**src/rtl/alu_issue_stage.sv**
```systemverilog
// RV32I decode-and-issue stage: decodes R/I/LUI arithmetic ops, reads operands
// combinationally and holds one ALU beat in a valid/ready output register.
module alu_issue_stage #(
  parameter int ALU_WIDTH = 32,
  parameter int CNT_WIDTH = 8
) (
  input  logic                 clk,
  input  logic                 rst,
  input  logic                 instr_valid,
  input  logic [31:0]          instr,
  output logic                 instr_ready,
  output logic [4:0]           rs1_addr,
  output logic [4:0]           rs2_addr,
  input  logic [ALU_WIDTH-1:0] rs1_data,
  input  logic [ALU_WIDTH-1:0] rs2_data,
  output logic                 alu_valid,
  input  logic                 alu_ready,
  output logic [2:0]           ALUSel,
  output logic                 func7,
  output logic [ALU_WIDTH-1:0] Op1,
  output logic [ALU_WIDTH-1:0] Op2,
  output logic [4:0]           rd,
  output logic                 illegal,
  output logic [CNT_WIDTH-1:0] illegal_count
);
  localparam logic [6:0] OP_R   = 7'b0110011;
  localparam logic [6:0] OP_I   = 7'b0010011;
  localparam logic [6:0] OP_LUI = 7'b0110111;
  localparam logic [6:0] F7_ALT = 7'b0100000;

  typedef struct packed {
    logic [2:0]           sel;
    logic                 f7;
    logic [ALU_WIDTH-1:0] op1;
    logic [ALU_WIDTH-1:0] op2;
    logic [4:0]           rd;
    logic                 ill;
  } beat_t;

  beat_t                d, q;
  logic                 vld;
  logic                 legal;
  logic                 accept;
  logic [CNT_WIDTH-1:0] cnt;
  logic [6:0]           opc, f7h;
  logic [2:0]           f3;

  assign opc      = instr[6:0];
  assign f3       = instr[14:12];
  assign f7h      = instr[31:25];
  assign rs1_addr = instr[19:15];
  assign rs2_addr = instr[24:20];

  assign instr_ready = !vld || alu_ready;
  assign accept      = instr_valid && instr_ready;

  always_comb begin
    d     = '0;
    legal = 1'b0;
    case (opc)
      OP_R: begin
        legal = (f7h == 7'd0) || (f7h == F7_ALT && (f3 == 3'b000 || f3 == 3'b101));
        d.sel = f3;
        d.f7  = instr[30];
        d.op1 = rs1_data;
        d.op2 = rs2_data;
      end
      OP_I: begin
        if (f3 == 3'b001)      legal = (f7h == 7'd0);
        else if (f3 == 3'b101) legal = (f7h == 7'd0) || (f7h == F7_ALT);
        else                   legal = 1'b1;
        d.sel = f3;
        d.f7  = (f3 == 3'b101) && instr[30];
        d.op1 = rs1_data;
        d.op2 = {{(ALU_WIDTH-12){instr[31]}}, instr[31:20]};
      end
      OP_LUI: begin
        legal = 1'b1;
        d.sel = 3'b001;
        d.f7  = 1'b1;  // ALU pass-through of Op2
        d.op2 = ALU_WIDTH'({instr[31:12], 12'b0});
      end
      default: legal = 1'b0;
    endcase
    if (legal) d.rd = instr[11:7];
    else begin
      d     = '0;
      d.ill = 1'b1;
    end
  end

  always_ff @(posedge clk) begin
    if (rst) begin
      vld <= 1'b0;
      q   <= '0;
      cnt <= '0;
    end else if (accept) begin
      vld <= 1'b1;
      q   <= d;
      if (d.ill && cnt != '1) cnt <= cnt + 1'b1;
    end else if (alu_ready) begin
      vld <= 1'b0;
    end
  end

  assign alu_valid     = vld;
  assign ALUSel        = q.sel;
  assign func7         = q.f7;
  assign Op1           = q.op1;
  assign Op2           = q.op2;
  assign rd            = q.rd;
  assign illegal       = q.ill;
  assign illegal_count = cnt;
endmodule

```
**config.mk**
```make
export PLATFORM = sky130hd
export DESIGN_NAME = alu_issue_stage
export DESIGN_NICKNAME = d
export VERILOG_FILES = /design/src/rtl/alu_issue_stage.sv
export SDC_FILE = /design/constraint.sdc
export NUM_CORES = 1
export LEC_CHECK = 0
export ABC_CLOCK_PERIOD_IN_PS = 2040
export BUFFER_PORTS_ARGS = -buffer_cell sky130_fd_sc_hd__buf_2
export CORE_MARGIN = 5
export CORE_UTILIZATION = 35
export CTS_BUF_LIST = sky130_fd_sc_hd__clkbuf_8 sky130_fd_sc_hd__clkbuf_16
export CTS_CLUSTER_DIAMETER = 80
export DETAILED_ROUTE_END_ITERATION = 8
export GPL_ROUTABILITY_DRIVEN = 0
export GPL_TIMING_DRIVEN = 0
export PLACE_DENSITY = 0.77
export RECOVER_POWER = 50
export SLEW_MARGIN = 20
export SYNTH_ARGS = -nofsm -noshare
export SYNTH_HDL_FRONTEND = slang
export SYNTH_SLANG_ARGS = --single-unit
```
**constraint.sdc**
```tcl
create_clock -name clk -period 2.04 [get_ports clk]
set_clock_uncertainty 0.15 [all_clocks]
set_input_delay 0.102 -clock clk [delete_from_list [all_inputs] [get_ports clk]]
set_output_delay 0.102 -clock clk [all_outputs]
set_load 0.005 [all_outputs]
```
After elaboration in Yosys (flattened, before gate mapping). Index checks and enable logic that the tools add are counted.

Latch bits: 0. Bits in writable memories: 0. ROM bits: 0. Bits in registers: 83. Input bits: 100. Memories kept: 0.

Shifts and indexed selects: 0. Bitwise operators: 0. $lt $le $gt $ge: 0. Div/mod/pow operators: 0. Mux-type cells: 11. Multipliers: 0. Eq/ne operators: 7. Reductions and logical operators: 14. Add/subtract/negate cells: 1.

Operators by type and width (number): $pmux W32 S3 (1); $mux W68 (1); $mux W32 (1); $eq A7 B6 Y1 const B (3); $pmux W4 S3 (1); $add A8 B1 Y8 const B (1); $ne A8 B8 Y1 const B (1); $eq A7 B5 Y1 const B (1); $logic_not A7 Y1 (1); $mux W1 (5); $mux W5 (1); $logic_and A1 B1 Y1 (4); $logic_or A1 B1 Y1 (4); $eq A3 B1 Y1 const B (1); $eq A3 B3 Y1 const B (1); $logic_not A3 Y1 (1); $pmux W1 S3 (1); $reduce_and A2 Y1 (1); $reduce_bool A2 Y1 (1); $reduce_or A2 Y1 (1); $logic_not A1 Y1 (1).

Logic depth before layout (Yosys ltp).
Word-level depth: 8. Gate-level depth with buffers: 8.

Worst setup path after synthesis. OpenSTA, ideal clock, no wires.

Path kind: in2reg. From: in instr[25]. To: reg q (netlist bit ALUSel[1]). Buffers on the path: 1. Required time: 1830 ps. Arrival time: 1904 ps. Stages on the path: 6. Setup slack: -74 ps. Cell sequence: or4_1 o32a_1 a211oi_4 nor3b_4 buf_6 a22o_1.

Longest elaborated chain between the ends: 6.

Ends and longest elaborated chain: from (decl) (RTL line 10) `input logic [31:0] instr,`; $eq A7 B6 Y1 / $logic_not A7 Y1 (equally long branches) (RTL line 62, 70, 69); $logic_or A1 B1 Y1 (RTL line 70) `else if (f3 == 3'b101) legal = (f7h == 7'd0) || (f7h == F7_ALT);`; $mux W1 (RTL line 70); $mux W1 (RTL line 69) `if (f3 == 3'b001) legal = (f7h == 7'd0);`; $pmux W1 S3 (*) (RTL line 60) `case (opc)`; $mux W68 (*) (RTL line 85) `if (legal) d.rd = instr[11:7];`; to (signal assigned) (RTL line 95) `q <= '0;`; to (signal assigned) (RTL line 99) `q <= d;`; to (decl) (RTL line 40) `beat_t d, q;`.

Mark *: on every way between the ends. The rest lies on a longest branch, timed or not. A chain may end at the register's enable or synchronous reset.

Worst setup path in the final report.
From: in instr[25]. To: reg q (netlist bit Op2[16]).

Same word-level chain as after synthesis.

==> run_results.csv <==
group,metric,value,unit
sta,rsz0062_at_grt,"false",
sta,tightest_slew,0.570,ns
power_and_ir_drop,peakVddDrop,0.000258,V
critical_path,critPathKind,"primary input to register",
route,via_count,3852,
global_routing,grt_pass1_wl,19400,um
global_routing,antenna_found_initial,1,
sta,slew_headroom,62.0,%
final_layout,syn2layout_area_growth,55.0,%
clock_tree,cts_max_path_buffers,2,
critical_path,worst_setup_path_end_kind,"register",
floorplanning,coreArea,9820,um^2
power_and_ir_drop,power.total,3.28,mW
critical_path,arrival,2.08,ns
floorplanning,initial_utilization,35.9,%
job,maxCapViolCount,0,
power_and_ir_drop,power.internal,2.38,mW
floorplanning,die_h,110,um
power_and_ir_drop,swShare,27.4,%
floorplanning,io_pins,194,
route,wl,13000,um
power_and_ir_drop,seqPwrFrac,50.9,%
yosys,synthAdderAreaFrac,0.355,%
sta,drv_slew,0,
yosys,synth_nets,464,
route,wl_met2,6310,um
clock_tree,cts_root_buf,"clkbuf_8",
clock_tree,clock-sinks,83,
power_and_ir_drop,p_per_area,600,nW/um^2
outcome,status,"completed",
global_routing,grtUsageTotal,20.8,%
route,dr.pass1.iters,4,
floorplanning,die_x,110,um
sta,fin_crit,1.94,ns
yosys,synth_area_leader_cell,"dfxtp_1",
sta,period_share,95.3,%
yosys,synth_xor_area_share,0,%
final_layout,post-route-util,55.6,%
yosys,ys_ff_latch,83,
route,met3_length,1100,um
final_layout,fillers,866,
power_and_ir_drop,switchingPower,898,uW
yosys,synth_seq_area_share,47.1,%
power_and_ir_drop,p_comb_share,16.2,%
clock_tree,cts_buffers,9,
route,wire_per_inst,16.9,um
clock_tree,clk_pin_slew,0.09,ns
route,drt_iter0_markers,258,
yosys,ys_top_cells_by_area,"dfxtp_1 (47%), mux2_2 (10%), a22o_1 (8.7%), nor2_1 (4.6%), a211oi_1 (4.0%)",
global_routing,grt_pass1_vias,3926,
yosys,synth_top_family_by_area,"compound AO/OA/AOI/OAI gates",
yosys,synthSimpleGateAreaFrac,15.0,%
route,drc,0,
power_and_ir_drop,clockPowerShare,32.9,%
placement,dp_hpwl,8990,um
yosys,synth_compound_area_share,20.6,%
power_and_ir_drop,power.leakage,2.32,nW
route,met1Wirelength,5200,um
route,vias_per_cell,5.03,
hold_path,min_path_type,"primary input to register",
critical_path,required,2.17,ns
clock_tree,h-tree-depth,3,
sta,setup_viol,0,
route,antenna_left,0,
sta,final.setup.worst_slack,0.0969,ns
yosys,ys_warn_count,0,
yosys,synth.avg_cell_area,9.71,um^2
floorplanning,rows,36,
yosys,synth_top_area_share,47.1,%
clock_tree,clock_latency,0.36,ns
yosys,synth_cells,363,
yosys,synthMuxAreaShare,10.5,%
global_routing,gr-total-overflow,0,
placement,place_ws,-0.761,ns
sta,hold_violations,0,
clock_tree,cts_tree,"yes",
global_routing,grt_max_degree,16,
route,dr.max_layer_used,"met4",
yosys,ys_types,37,
floorplanning,fp.dieArea,12200,um^2
final_layout,drive_above_1_share,34.2,%
placement,io_buffers,191,
final_layout,final_nets,728,
critical_path,critPathLaunchType,"primary input",
critical_path,cp_max_fo,10,
sta,max_freq,515,MHz
yosys,syn_area,3520,um^2
==> power by group through the flow <==
stage,clock network [mW],registers [mW],logic [mW]
floorplan,0,1.71,0.214
global placement,0,1.70,0.413
detailed placement,0,1.71,0.423
CTS,1.11,1.67,0.523
global route,1.18,1.67,0.577
finish,1.08,1.67,0.530
==> through the flow <==
step / std cells / hold slack [ns] / area [um^2] / setup TNS [ns]
6_report: 766 / 0.00413 / 5460 / 0
5_1_grt: 766 / 0.0114 / 5460 / 0
4_1_cts: 766 / 0.00111 / 5490 / 0
3_5_place_dp: 687 / 0.175 / 4650 / -40.30
3_3_place_gp: 687 / 0.169 / 4650 / -37.27
2_1_floorplan: 363 / 0.0815 / 3520 / -0.568
==> area by class of cell <==
type | instances | area, um^2 | area share, %
Sequential cell | 83 | 1660 | 30.4
Inverter | 4 | 15.0 | 0.275
Timing Repair Buffer | 254 | 1520 | 27.7
Multi-Input combinational cell | 237 | 1700 | 31.1
Antenna cell | 1 | 2.50 | 0.0458
Clock inverter | 7 | 52.6 | 0.962
Clock buffer | 9 | 124 | 2.27
Buffer | 38 | 226 | 4.15
Tap cell | 133 | 166 | 3.05
==> layout by cell type (no fill, tap or decap), types with 2 or more instances in the layout <==
| cell type | n |
|---|---|
| a22oi_1 | 12 |
| inv_1 | 4 |
| clkbuf_1 | 67 |
| nor3_1 | 22 |
| or4_1 | 6 |
| buf_2 | 132 |
| dfxtp_1 | 83 |
| buf_1 | 6 |
| mux2_2 | 32 |
| a31oi_1 | 2 |
| nand4_1 | 3 |
| clkbuf_8 | 9 |
| nand2_1 | 18 |
| a21oi_1 | 13 |
| nor3_2 | 2 |
| nor3b_4 | 2 |
| a22o_1 | 35 |
| nand2b_1 | 4 |
| a211oi_1 | 19 |
| buf_4 | 13 |
| clkbuf_2 | 9 |
| nor2_1 | 41 |
| clkinvlp_4 | 4 |
| a21o_1 | 2 |
| o21bai_1 | 2 |
| o31ai_1 | 4 |
| buf_6 | 3 |
| nor2_4 | 2 |
| dlygate4sd3_1 | 61 |
| nor2b_1 | 3 |
==> what timing repair did <==
item,4_1_cts,5_1_grt
endpoints found under the setup margin,69,57
gates cloned,0,0
gates resized for setup,10,25
buffers inserted,2,0
hold buffers,61,0
hold endpoints to repair,54,0
pin swaps,1,2
==> routing by layer <==
metal / vias up / track usage [%]
met5: - / 0
li1: 1850 / -
met4: 0 / 10.2
met2: 170 / 36.9
met1: 1803 / 22.7
met3: 29 / 5.65
==> synth_stat cells (all sizes together) <==
cell,number
nor4bb,1
o32a,1
o31a,1
a22o,35
dfxtp,83
mux2i,1
nand4,3
nor2,43
nand2,19
nand2b,4
a31oi,2
a211oi,20
inv,4
a21oi,13
or2,1
nor2b,3
o21bai,2
nand4b,1
nor3,24
clkbuf,18
and2,1
ha,1
nor3b,2
mux2,32
and3,1
or4,6
buf,21
a21o,2
a2bb2oi,1
o31ai,4
nand3,1
a22oi,12
==> sequential cells by signal (all words and copies together), names as in the netlist <==
signal         cells
Op2               32
alu_valid          1
illegal            1
illegal_count      8
rd                 5
ALUSel             3
Op1               32
func7              1
==> critical path: stages <==
cell and delay [ns]:
buf_2 0.12, or4_1 0.56, o32a_1 0.35, a211oi_4 0.24
o21bai_1 0.11, buf_2 0.20, buf_4 0.20, nor3_1 0.20
==> cells by family (layout without fill, tap and decap cells) <==
group                      count (synthesis)  count (layout)
and+or+nand+nor                          110             110
AOI/OAI and AO/OA                         93              93
DFF                                       83              83
buffers and inverters                     43             312
muxes                                     33              33
adders and majority gates                  1               1
other                                      0               1
==> path summary, 6_finish.rpt <==
| kind | from | to | slack [ns] | depth (start not counted) |
|---|---|---|---|---|
| setup / recovery | instr[25] | Op2[16] | 0.1 | 8 |
| hold / removal | rs2_data[26] | Op2[26] | 0.004 | 4 |
| setup reg to reg | alu_valid | illegal_count[2] | 0.1 | 6 |
| hold reg to reg | rd[4] | rd[4] | 0.31 | 2 |
Note: power is estimated with default switching activity, not from simulation.
